File: config.mk
export PLATFORM = sky130hd
export DESIGN_NAME = bitonic_stream_sorter
export DESIGN_NICKNAME = d
export VERILOG_FILES = /design/src/rtl/bitonic_pkg.sv /design/src/rtl/bitonic_cas.sv /design/src/rtl/bitonic_stream_sorter.sv
export SDC_FILE = /design/constraint.sdc
export NUM_CORES = 1
export LEC_CHECK = 0
export BUFFER_PORTS_ARGS = -buffer_cell sky130_fd_sc_hd__buf_2
export CAP_MARGIN = 30
export CORE_MARGIN = 2
export CORE_UTILIZATION = 51
export CTS_BUF_LIST = sky130_fd_sc_hd__clkbuf_4 sky130_fd_sc_hd__clkbuf_8
export DETAILED_ROUTE_END_ITERATION = 8
export PLACE_DENSITY = 0.8
export SLEW_MARGIN = 40
export SYNTH_ARGS = -nofsm -noshare
export SYNTH_HDL_FRONTEND = slang
export SYNTH_SLANG_ARGS = --single-unit
File: constraint.sdc
create_clock -name clk -period 5.76 [get_ports clk]
set_clock_uncertainty 0.05 [all_clocks]
set_input_delay 1.152 -clock clk [delete_from_list [all_inputs] [get_ports clk]]
set_output_delay 1.152 -clock clk [all_outputs]
set_load 0.02 [all_outputs]
File: src/rtl/bitonic_pkg.sv
// Shared types, layer schedule and index helpers for the serial bitonic sorter.
// SORT_ASCEND_EN: when defined, every compare direction flips and output is smallest first.
package bitonic_pkg;

  localparam int NUM    = 8;
  localparam int LAYERS = 6;
  localparam int CAS_N  = 4;

  typedef enum logic [1:0] {
    LOAD,
    SORT,
    DRAIN
  } state_t;

  // Layer table, entry 0 in the low nibble:
  // (k,j) = (2,1),(4,2),(4,1),(8,4),(8,2),(8,1)
  localparam logic [LAYERS-1:0][3:0] K_TAB =
    {4'd8, 4'd8, 4'd8, 4'd4, 4'd4, 4'd2};
  localparam logic [LAYERS-1:0][3:0] J_TAB =
    {4'd1, 4'd2, 4'd4, 4'd1, 4'd2, 4'd1};

  function automatic logic [2:0] partner(
    input logic [2:0] i,
    input logic [3:0] j
  );
    return i ^ j[2:0];
  endfunction

  // Lower index of the u-th pair: insert a 0 at bit log2(j) of u.
  function automatic logic [2:0] first_idx(
    input logic [1:0] u,
    input logic [3:0] j
  );
    logic [2:0] m;
    logic [2:0] uu;
    m  = j[2:0] - 3'd1;
    uu = {1'b0, u};
    return ((uu & ~m) << 1) | (uu & m);
  endfunction

  // 1 = place the larger value at the lower index.
  function automatic logic dir(
    input logic [2:0] i,
    input logic [3:0] k
  );
`ifdef SORT_ASCEND_EN
    return (({1'b0, i} & k) != 4'd0);
`else
    return (({1'b0, i} & k) == 4'd0);
`endif
  endfunction

endpackage

File: src/rtl/bitonic_cas.sv
// Combinational compare-and-swap for one bitonic pair.
// Equal operands never swap; i_desc puts the larger value on o_a.
module bitonic_cas #(
  parameter int WIDTH = 8
) (
  input  logic [WIDTH-1:0] i_a,
  input  logic [WIDTH-1:0] i_b,
  input  logic             i_desc,
  output logic [WIDTH-1:0] o_a,
  output logic [WIDTH-1:0] o_b
);

  logic w_swap;

  assign w_swap = i_desc ? (i_a < i_b) : (i_a > i_b);
  assign o_a    = w_swap ? i_b : i_a;
  assign o_b    = w_swap ? i_a : i_b;

endmodule

File: src/rtl/bitonic_stream_sorter.sv
// Serial 8-value bitonic sorter: load 8, sort over 6 layers, drain 8.
// Direction set by SORT_ASCEND_EN (see bitonic_pkg).
module bitonic_stream_sorter
  import bitonic_pkg::*;
#(
  parameter int WIDTH = 8
) (
  input  logic             clk,
  input  logic             rst_n,
  input  logic             in_valid,
  output logic             in_ready,
  input  logic [WIDTH-1:0] in_data,
  output logic             out_valid,
  input  logic             out_ready,
  output logic [WIDTH-1:0] out_data,
  output logic             out_last,
  output logic             busy
);

  state_t           r_state;
  logic [WIDTH-1:0] r_buf [NUM];
  logic [2:0]       r_ld_cnt;
  logic [2:0]       r_dr_cnt;
  logic [2:0]       r_layer;
  logic             r_out_valid;
  logic [WIDTH-1:0] r_out_data;
  logic             r_out_last;

  logic [3:0]       w_k;
  logic [3:0]       w_j;
  logic [2:0]       w_idx_i [CAS_N];
  logic [2:0]       w_idx_l [CAS_N];
  logic [WIDTH-1:0] w_res_a [CAS_N];
  logic [WIDTH-1:0] w_res_b [CAS_N];
  logic [WIDTH-1:0] w_nbuf  [NUM];

  assign w_k = K_TAB[r_layer];
  assign w_j = J_TAB[r_layer];

  for (genvar u = 0; u < CAS_N; u++) begin : g_cas
    logic w_desc;
    assign w_idx_i[u] = first_idx(2'(u), w_j);
    assign w_idx_l[u] = partner(w_idx_i[u], w_j);
    assign w_desc     = dir(w_idx_i[u], w_k);
    bitonic_cas #(.WIDTH(WIDTH)) u_cas (
      .i_a    (r_buf[w_idx_i[u]]),
      .i_b    (r_buf[w_idx_l[u]]),
      .i_desc (w_desc),
      .o_a    (w_res_a[u]),
      .o_b    (w_res_b[u])
    );
  end

  // Buffer after applying the current layer's four exchanges.
  always_comb begin
    w_nbuf = r_buf;
    for (int u = 0; u < CAS_N; u++) begin
      w_nbuf[w_idx_i[u]] = w_res_a[u];
      w_nbuf[w_idx_l[u]] = w_res_b[u];
    end
  end

  // Load / sort / drain sequencer with registered output stage.
  always_ff @(posedge clk or negedge rst_n) begin
    if (!rst_n) begin
      r_state     <= LOAD;
      r_ld_cnt    <= '0;
      r_dr_cnt    <= '0;
      r_layer     <= '0;
      r_out_valid <= 1'b0;
      r_out_data  <= '0;
      r_out_last  <= 1'b0;
      for (int n = 0; n < NUM; n++) r_buf[n] <= '0;
    end else begin
      unique case (r_state)
        LOAD: begin
          if (in_valid) begin
            r_buf[r_ld_cnt] <= in_data;
            r_ld_cnt        <= r_ld_cnt + 3'd1;
            if (r_ld_cnt == 3'd7) begin
              r_state <= SORT;
              r_layer <= '0;
            end
          end
        end
        SORT: begin
          for (int n = 0; n < NUM; n++) r_buf[n] <= w_nbuf[n];
          r_layer <= r_layer + 3'd1;
          if (r_layer == 3'd5) begin
            r_state     <= DRAIN;
            r_layer     <= '0;
            r_dr_cnt    <= '0;
            r_out_valid <= 1'b1;
            r_out_data  <= w_nbuf[0];
            r_out_last  <= 1'b0;
          end
        end
        DRAIN: begin
          if (out_ready) begin
            if (r_dr_cnt == 3'd7) begin
              r_state     <= LOAD;
              r_dr_cnt    <= '0;
              r_out_valid <= 1'b0;
              r_out_data  <= '0;
              r_out_last  <= 1'b0;
            end else begin
              r_dr_cnt   <= r_dr_cnt + 3'd1;
              r_out_data <= r_buf[r_dr_cnt + 3'd1];
              r_out_last <= (r_dr_cnt == 3'd6);
            end
          end
        end
        default: r_state <= LOAD;
      endcase
    end
  end

  assign in_ready  = (r_state == LOAD);
  assign busy      = (r_state != LOAD);
  assign out_valid = r_out_valid;
  assign out_data  = r_out_data;
  assign out_last  = r_out_last;

endmodule

==> impl_metrics.xml, run 1 <==
<?xml version="1.0" encoding="UTF-8"?>
<metrics>
  <group name="status">
    <metric name="status" unit="">completed</metric>
  </group>
  <group name="cts">
    <metric name="cts_tree" unit="">built</metric>
    <metric name="clock_transition_at_the_registers_of_the_reported_paths" unit="ps">110</metric>
    <metric name="clockRootBuffer" unit="">sky130_fd_sc_hd__clkbuf_8</metric>
    <metric name="clk_latency_worst_skew_pair" unit="ps">410</metric>
    <metric name="clock_sink_count" unit="">85</metric>
    <metric name="max-clock-path-buffers" unit="">2</metric>
    <metric name="post-cts-setup-buffer-count" unit="">0</metric>
    <metric name="tritoncts.num_buffers" unit="">9</metric>
    <metric name="cts_htree_levels" unit="">3</metric>
  </group>
  <group name="worst_setup_path">
    <metric name="r2r-start" unit="">r_layer[0]</metric>
    <metric name="launching_element_of_the_worst_setup_path" unit="">r_layer[0]</metric>
    <metric name="worstSetupEndpointType" unit="">flip-flop</metric>
    <metric name="worst-endpoint-required" unit="ps">6020</metric>
    <metric name="startpoint_type" unit="">flip-flop</metric>
    <metric name="worst-setup-path-type" unit="">flip-flop to flip-flop</metric>
    <metric name="worst-path-max-fanout" unit="">33</metric>
    <metric name="cp_data_arrival_time" unit="ps">5820</metric>
  </group>
  <group name="timing">
    <metric name="setup_viol" unit="">0</metric>
    <metric name="fmax" unit="GHz">0.180</metric>
    <metric name="setup_repair_after_global_routing_missed_its_margin" unit="">false</metric>
    <metric name="tightest_slew" unit="ps">860</metric>
    <metric name="finalSetupTns" unit="ps">0</metric>
    <metric name="slew_headroom" unit="%">42.7</metric>
    <metric name="drv_slew" unit="">0</metric>
    <metric name="timing.final.crit_share" unit="%">96.5</metric>
    <metric name="finalWorstPathRequiredPeriod" unit="ps">5560</metric>
    <metric name="hold_viol_final" unit="">0</metric>
  </group>
  <group name="drt">
    <metric name="topRoutingLayerUsed" unit="">met4</metric>
    <metric name="met2RoutedLength" unit="mm">21.4</metric>
    <metric name="wirelength_met1" unit="mm">19.4</metric>
    <metric name="drc" unit="">0</metric>
    <metric name="first_pass_iteration_count_of_the_detailed_router" unit="">7</metric>
    <metric name="antenna_left" unit="">0</metric>
    <metric name="met3RoutedLength" unit="mm">9.08</metric>
    <metric name="num_vias" unit="">12543</metric>
    <metric name="drt_iter0_drc" unit="">2485</metric>
    <metric name="finalWirelength" unit="mm">54.7</metric>
    <metric name="vias_per_cell" unit="">7.78</metric>
    <metric name="wl_per_cell" unit="µm">33.9</metric>
  </group>
  <group name="die">
    <metric name="fp.dieArea" unit="µm²">22100</metric>
    <metric name="floorplan.io_pins" unit="">24</metric>
    <metric name="core.rowCount" unit="">52</metric>
    <metric name="die-height" unit="µm">149</metric>
    <metric name="start_util" unit="%">52.4</metric>
    <metric name="core_area" unit="µm²">20400</metric>
    <metric name="dieWidth" unit="µm">149</metric>
  </group>
  <group name="layout">
    <metric name="design.final.nets" unit="">1398</metric>
    <metric name="diodes" unit="">0</metric>
    <metric name="layout_cell_share_with_drive_strength_beyond_1" unit="%">16.2</metric>
    <metric name="area_growth_syn_to_layout" unit="%">6.45</metric>
  </group>
  <group name="flow_run">
    <metric name="drv.max_cap_violation_count" unit="">0</metric>
  </group>
  <group name="synth">
    <metric name="ys_dominant_reg_cell" unit="">sky130_fd_sc_hd__dfrtp_1</metric>
    <metric name="post_synth_inst_count" unit="">1345</metric>
    <metric name="synthesis.area" unit="µm²">10700</metric>
    <metric name="synth_nets" unit="">1405</metric>
    <metric name="synth_sequential_area_ratio" unit="%">19.9</metric>
    <metric name="synth.yosys.warnings" unit="">0</metric>
    <metric name="ys_seq_elements" unit="">85</metric>
    <metric name="number_of_flops_mapped_to_enable_cells_by_yosys" unit="">0</metric>
    <metric name="synth.distinct_cells" unit="">88</metric>
    <metric name="postSynth.asyncResetShare" unit="%">100</metric>
    <metric name="synth_area_per_cell" unit="µm²">7.94</metric>
  </group>
  <group name="global_route">
    <metric name="number_of_global_route_vias_before_repair" unit="">11527</metric>
    <metric name="grtUsageTotal" unit="%">49.3</metric>
    <metric name="grt_max_degree" unit="">47</metric>
    <metric name="antenna_found_initial" unit="">2</metric>
    <metric name="grt_pass1_wl" unit="mm">78.6</metric>
    <metric name="grt_overflow_total" unit="">0</metric>
  </group>
  <group name="hold_path">
    <metric name="hp_start" unit="">out_last</metric>
    <metric name="hold_path.class" unit="">flip-flop to flip-flop</metric>
  </group>
  <group name="placement">
    <metric name="gpl.final_weighted_congestion" unit="">1.13</metric>
    <metric name="detailedPlacementHpwl" unit="mm">39.6</metric>
    <metric name="quantity_of_i_o_buffers_inserted_on_ports" unit="">23</metric>
  </group>
</metrics>
## worst max-delay path, cell delays in order (launching register included)
cell and delay [ps]:
sky130_fd_sc_hd__dfrtp_1 410, sky130_fd_sc_hd__buf_4 210, sky130_fd_sc_hd__xnor2_4 170, sky130_fd_sc_hd__buf_4 480
sky130_fd_sc_hd__inv_1 130, sky130_fd_sc_hd__ha_1 350, sky130_fd_sc_hd__mux2_2 330, sky130_fd_sc_hd__o21ai_0 610
sky130_fd_sc_hd__ha_1 400, sky130_fd_sc_hd__a21oi_1 140, sky130_fd_sc_hd__o21ai_0 130, sky130_fd_sc_hd__a211o_1 340
sky130_fd_sc_hd__and2_1 390, sky130_fd_sc_hd__a21oi_1 770, sky130_fd_sc_hd__o21ai_0 260, sky130_fd_sc_hd__o31ai_1 270
## metal layers
| layer | up-vias | GRT usage, % |
|---|---|---|
| li1 | 5121 | - |
| met1 | 5870 | 63.4 |
| met2 | 1254 | 68.8 |
| met3 | 298 | 18.1 |
| met4 | 0 | 33.7 |
| met5 | - | 0 |
## state kept, by name (all words and copies together), names as in the netlist
signal     flops
out_last       1
r_buf         64
r_ld_cnt       3
r_layer        3
r_dr_cnt       3
r_state        2
out_valid      1
out_data       8
## cells by family (layout without fill, tap and decap cells)
logic type	after synthesis	in the layout	synth area share, %
AOI/OAI and AO/OA	467	467	28.8
and+or+nand+nor	456	456	20.2
buffers and inverters	153	151	6.45
muxes	132	132	18.6
DFF	85	85	19.9
adders and majority gates	48	48	5.63
xor gates and xnor gates	4	4	0.504
## cell type report
type                            count  area, µm²
Clock inverter                      5       67.6
Fill cell                        1930       9000
Tap cell                          270        338
Clock buffer                       11        151
Inverter                           52        195
Timing Repair Buffer               83        581
Multi-Input combinational cell   1107       7900
Sequential cell                    85       2130
## path summary, 6_finish.rpt
check                             to  slack, ps  cells after the start
max                        r_buf[51]        200                     15
min                         out_last        440                      2
max reg2reg                r_buf[51]        200                     15
min reg2reg                 out_last        440                      2
max in group asynchronous  r_buf[50]       3810                      2
min in group asynchronous  r_buf[59]        700                      1
## cells in the mapped netlist, drive strengths merged, types with 4 or more instances
library cell	count	area, µm²
nand3b	6	45.0
o21a	4	30.0
nor4	7	58.8
a21o	6	45.0
nand2	150	566
o32ai	4	35.0
mux2i	54	566
o2bb2ai	4	41.3
o21ai	118	591
and3	7	43.8
o311ai	6	52.6
a31oi	25	156
nor3b	6	45.0
or4	6	45.0
a211oi	22	180
o31ai	13	111
o22a	5	43.8
a2111oi	5	50.0
mux4	45	1020
mux2	33	398
ha	48	601
and2	9	56.3
nor2	123	477
nand4	12	75.1
o211ai	10	75.1
buf	46	285
or3	6	37.5
dfrtp	85	2130
inv	52	195
nand3	42	210
clkbuf	55	208
nand2b	16	108
a2bb2oi	4	41.3
a221oi	16	159
nor3	44	225
a211o	6	52.6
a22oi	10	75.1
nor2b	11	68.8
o221ai	28	245
a21oi	123	631
o22ai	33	206
xnor2	4	53.8
## repair_timing
| action | in CTS | in global routing |
|---|---|---|
| resized for setup | 0 | 2 |
| hold buffers | 0 | 0 |
| setup endpoints to repair | 0 | 6 |
## placed cells by master (no fill, tap or decap), types with 10 or more instances in the layout
master                       n
sky130_fd_sc_hd__a211oi_1   19
sky130_fd_sc_hd__a21oi_1   121
sky130_fd_sc_hd__a221oi_1   13
sky130_fd_sc_hd__a22oi_1    10
sky130_fd_sc_hd__a31oi_1    25
sky130_fd_sc_hd__buf_2      22
sky130_fd_sc_hd__buf_4      60
sky130_fd_sc_hd__clkbuf_8   11
sky130_fd_sc_hd__dfrtp_1    84
sky130_fd_sc_hd__ha_1       46
sky130_fd_sc_hd__inv_1      52
sky130_fd_sc_hd__mux2_2     26
sky130_fd_sc_hd__mux2i_1    51
sky130_fd_sc_hd__mux4_2     44
sky130_fd_sc_hd__nand2_1   149
sky130_fd_sc_hd__nand2b_1   14
sky130_fd_sc_hd__nand3_1    42
sky130_fd_sc_hd__nand4_1    12
sky130_fd_sc_hd__nor2_1    117
sky130_fd_sc_hd__nor2b_1    10
sky130_fd_sc_hd__nor3_1     43
sky130_fd_sc_hd__o211ai_1   10
sky130_fd_sc_hd__o21ai_0   106
sky130_fd_sc_hd__o21ai_1    11
sky130_fd_sc_hd__o221ai_1   28
sky130_fd_sc_hd__o22ai_1    33
sky130_fd_sc_hd__o31ai_1    12
## through the flow
| stage | instances | hold slack (ps) | utilization (%) | cell area (µm²) | setup slack (ps) |
|---|---|---|---|---|---|
| global route | 1613 | 493 | 55.8 | 11400 | 32.9 |
| global placement | 1597 | 417 | 54.6 | 11100 | 426 |
| floorplan | 1345 | 417 | - | 10700 | 384 |
| detailed placement | 1597 | 428 | 54.6 | 11100 | 328 |
| CTS | 1613 | 449 | 55.7 | 11300 | 297 |
| finish | 1613 | 441 | 55.8 | 11400 | 199 |
Power of run 1 is not shown: default switching activity piles up to over one toggle a cycle in this logic, so the estimate is an artifact.
==> run 2: changes to the inputs <==
--- a/config.mk
+++ b/config.mk
@@ -5,7 +5,7 @@
 export SDC_FILE = /design/constraint.sdc
 export NUM_CORES = 1
 export LEC_CHECK = 0
-export BUFFER_PORTS_ARGS = -buffer_cell sky130_fd_sc_hd__buf_2
+export BUFFER_PORTS_ARGS = -buffer_cell sky130_fd_sc_hd__buf_4
 export CAP_MARGIN = 30
 export CORE_MARGIN = 2
 export CORE_UTILIZATION = 51
==> impl_metrics.xml, run 2 (synthesis gave the netlist of run 1 again) <==
<?xml version="1.0" encoding="UTF-8"?>
<metrics>
  <group name="status">
    <metric name="status" unit="">completed</metric>
  </group>
  <group name="cts">
    <metric name="max-clock-path-buffers" unit="">2</metric>
    <metric name="clock_transition_at_the_registers_of_the_reported_paths" unit="ps">100</metric>
    <metric name="clk_latency_worst_skew_pair" unit="ps">400</metric>
    <metric name="tritoncts.num_buffers" unit="">9</metric>
    <metric name="cts_tree" unit="">built</metric>
    <metric name="cts_htree_levels" unit="">3</metric>
    <metric name="clockRootBuffer" unit="">sky130_fd_sc_hd__clkbuf_8</metric>
    <metric name="clock_sink_count" unit="">85</metric>
  </group>
  <group name="drt">
    <metric name="drt_iter0_drc" unit="">2290</metric>
    <metric name="antenna_left" unit="">0</metric>
    <metric name="finalWirelength" unit="mm">51.6</metric>
    <metric name="num_vias" unit="">12388</metric>
    <metric name="first_pass_iteration_count_of_the_detailed_router" unit="">7</metric>
    <metric name="wl_per_cell" unit="µm">32.1</metric>
    <metric name="drc" unit="">0</metric>
    <metric name="vias_per_cell" unit="">7.71</metric>
  </group>
  <group name="global_route">
    <metric name="antenna_found_initial" unit="">0</metric>
    <metric name="grt_overflow_total" unit="">0</metric>
    <metric name="number_of_global_route_vias_before_repair" unit="">11538</metric>
    <metric name="grt_pass1_wl" unit="mm">75.4</metric>
    <metric name="grtUsageTotal" unit="%">46.8</metric>
    <metric name="grt_max_degree" unit="">61</metric>
  </group>
  <group name="layout">
    <metric name="num-fill-cells" unit="">1907</metric>
    <metric name="final-seq-area" unit="µm²">2130</metric>
    <metric name="finalCoreUtilization" unit="%">55.8</metric>
    <metric name="registers.top_by_ff_count" unit="">r_buf</metric>
    <metric name="multi_input_area" unit="µm²">7900</metric>
    <metric name="area_growth_syn_to_layout" unit="%">6.41</metric>
    <metric name="final-instance-count-excl-fill" unit="">1606</metric>
    <metric name="largest_reg_flops" unit="">64</metric>
    <metric name="most_common_cell_after_layout_fill_and_taps_aside" unit="">sky130_fd_sc_hd__nand2_1</metric>
    <metric name="commonest_cells_after_routing_fill_and_taps_aside" unit="">sky130_fd_sc_hd__nand2_1 (149), sky130_fd_sc_hd__a21oi_1 (120), sky130_fd_sc_hd__nor2_1 (117)</metric>
    <metric name="layout_cell_share_with_drive_strength_beyond_1" unit="%">15.9</metric>
    <metric name="design.final.nets" unit="">1390</metric>
  </group>
  <group name="hold_path">
    <metric name="hp_start" unit="">out_last</metric>
    <metric name="holdPathEnd" unit="">out_last</metric>
    <metric name="hold_path.class" unit="">flip-flop to flip-flop</metric>
    <metric name="hold_path_depth" unit="">2</metric>
  </group>
  <group name="placement">
    <metric name="detailedPlacementHpwl" unit="mm">37.0</metric>
    <metric name="dpl.cell_count" unit="">1585</metric>
    <metric name="gpl.final_weighted_congestion" unit="">1.13</metric>
    <metric name="quantity_of_i_o_buffers_inserted_on_ports" unit="">23</metric>
  </group>
  <group name="timing">
    <metric name="fmax" unit="GHz">0.182</metric>
    <metric name="timing.final.crit_share" unit="%">95.4</metric>
    <metric name="finalWorstPathRequiredPeriod" unit="ps">5500</metric>
    <metric name="finalSetupTns" unit="ps">0</metric>
    <metric name="slew_headroom" unit="%">36.6</metric>
    <metric name="drv_slew" unit="">0</metric>
    <metric name="hold_viol_final" unit="">0</metric>
    <metric name="setup_viol" unit="">0</metric>
    <metric name="setup_repair_after_global_routing_missed_its_margin" unit="">false</metric>
    <metric name="tightest_slew" unit="ps">941</metric>
  </group>
  <group name="die">
    <metric name="die-height" unit="µm">149</metric>
    <metric name="core.rowCount" unit="">52</metric>
    <metric name="fp.dieArea" unit="µm²">22100</metric>
    <metric name="start_util" unit="%">52.4</metric>
    <metric name="dieWidth" unit="µm">149</metric>
    <metric name="floorplan.io_pins" unit="">24</metric>
    <metric name="core_area" unit="µm²">20400</metric>
  </group>
  <group name="worst_setup_path">
    <metric name="cp_data_arrival_time" unit="ps">5740</metric>
    <metric name="r2r.worst_path.cells" unit="">16</metric>
    <metric name="worst-path-max-fanout" unit="">15</metric>
    <metric name="r2r-start" unit="">r_layer[1]</metric>
    <metric name="worst-endpoint-required" unit="ps">6010</metric>
    <metric name="startpoint_type" unit="">flip-flop</metric>
    <metric name="ff2ff_setup_slack" unit="ps">260</metric>
    <metric name="worstSetupEndpointType" unit="">flip-flop</metric>
    <metric name="worst-setup-path-type" unit="">flip-flop to flip-flop</metric>
    <metric name="launching_element_of_the_worst_setup_path" unit="">r_layer[1]</metric>
    <metric name="worstReg2RegEnd" unit="">r_buf[51]</metric>
  </group>
  <group name="flow_run">
    <metric name="drv.max_cap_violation_count" unit="">0</metric>
  </group>
</metrics>
[run 2: cell count changes in the layout (fill, tap and decap cells not counted), moves of 2 or more]
| cell | before | now |
|---|---|---|
| sky130_fd_sc_hd__buf_4 | 60 | 71 |
| sky130_fd_sc_hd__buf_2 | 22 | 0 |
| sky130_fd_sc_hd__clkbuf_8 | 11 | 9 |
| sky130_fd_sc_hd__buf_12 | 1 | 3 |
| sky130_fd_sc_hd__clkinv_4 | 3 | 1 |
| sky130_fd_sc_hd__clkinv_2 | 0 | 2 |
| sky130_fd_sc_hd__clkinvlp_4 | 0 | 2 |
[run 2: worst max path at each step]
stage	to	slack [ps]	depth (start not counted)
after floorplan	r_buf[40]	380	21
after global placement	r_buf[60]	370	18
after detailed placement	r_buf[55]	370	18
after CTS	r_buf[55]	340	18
after global routing	out_data[0]	80	20
final	r_buf[51]	260	16
[run 2: layout make-up]
class | instances | share of cell area (%)
clock inverters | 6 | 0.562
multi-input cells | 1107 | 69.5
diodes | 1 | 0.0220
flip-flops and latches | 85 | 18.7
well taps | 270 | 2.97
repair buffers | 75 | 5.32
clock buffers | 10 | 1.16
inverters | 52 | 1.72
[run 2: metrics by stage]
step / cell area, µm² / hold WS [ps] / setup slack, ps
floorplan: 10700 / 417 / 384
global placement: 11100 / 419 / 374
detailed placement: 11100 / 424 / 371
CTS: 11300 / 446 / 342
global route: 11400 / 480 / 81.1
finish: 11400 / 441 / 264
[run 2: worst max-delay path, cell delays in order, from the launching register on]
cell and delay (ps):
sky130_fd_sc_hd__dfrtp_1 380, sky130_fd_sc_hd__inv_1 70, sky130_fd_sc_hd__ha_1 210, sky130_fd_sc_hd__nand2b_1 250
sky130_fd_sc_hd__nand2_1 240, sky130_fd_sc_hd__ha_1 680, sky130_fd_sc_hd__mux2_2 390, sky130_fd_sc_hd__o21ai_0 400
sky130_fd_sc_hd__ha_1 350, sky130_fd_sc_hd__a21oi_1 130, sky130_fd_sc_hd__o21ai_0 140, sky130_fd_sc_hd__a211o_1 400
sky130_fd_sc_hd__and2_1 240, sky130_fd_sc_hd__buf_4 210, sky130_fd_sc_hd__a21oi_1 680, sky130_fd_sc_hd__o21ai_0 300
sky130_fd_sc_hd__o31ai_1 280
[run 2: repair_timing]
action | 4_1_cts | 5_1_grt
resized for setup | 0 | 3
buffers inserted | 0 | 4
setup endpoints to repair | 0 | 7
hold buffers | 0 | 0
[run 2: metal layers]
layer	GRT usage, %	vias to the layer above	wire, µm
met4	32.4	0	4880
met5	1.59	-	0
met1	58.9	5730	18200
li1	-	5100	-
met3	20.4	338	8610
met2	63.9	1220	19900
Power of run 2 is left out for the same reason.
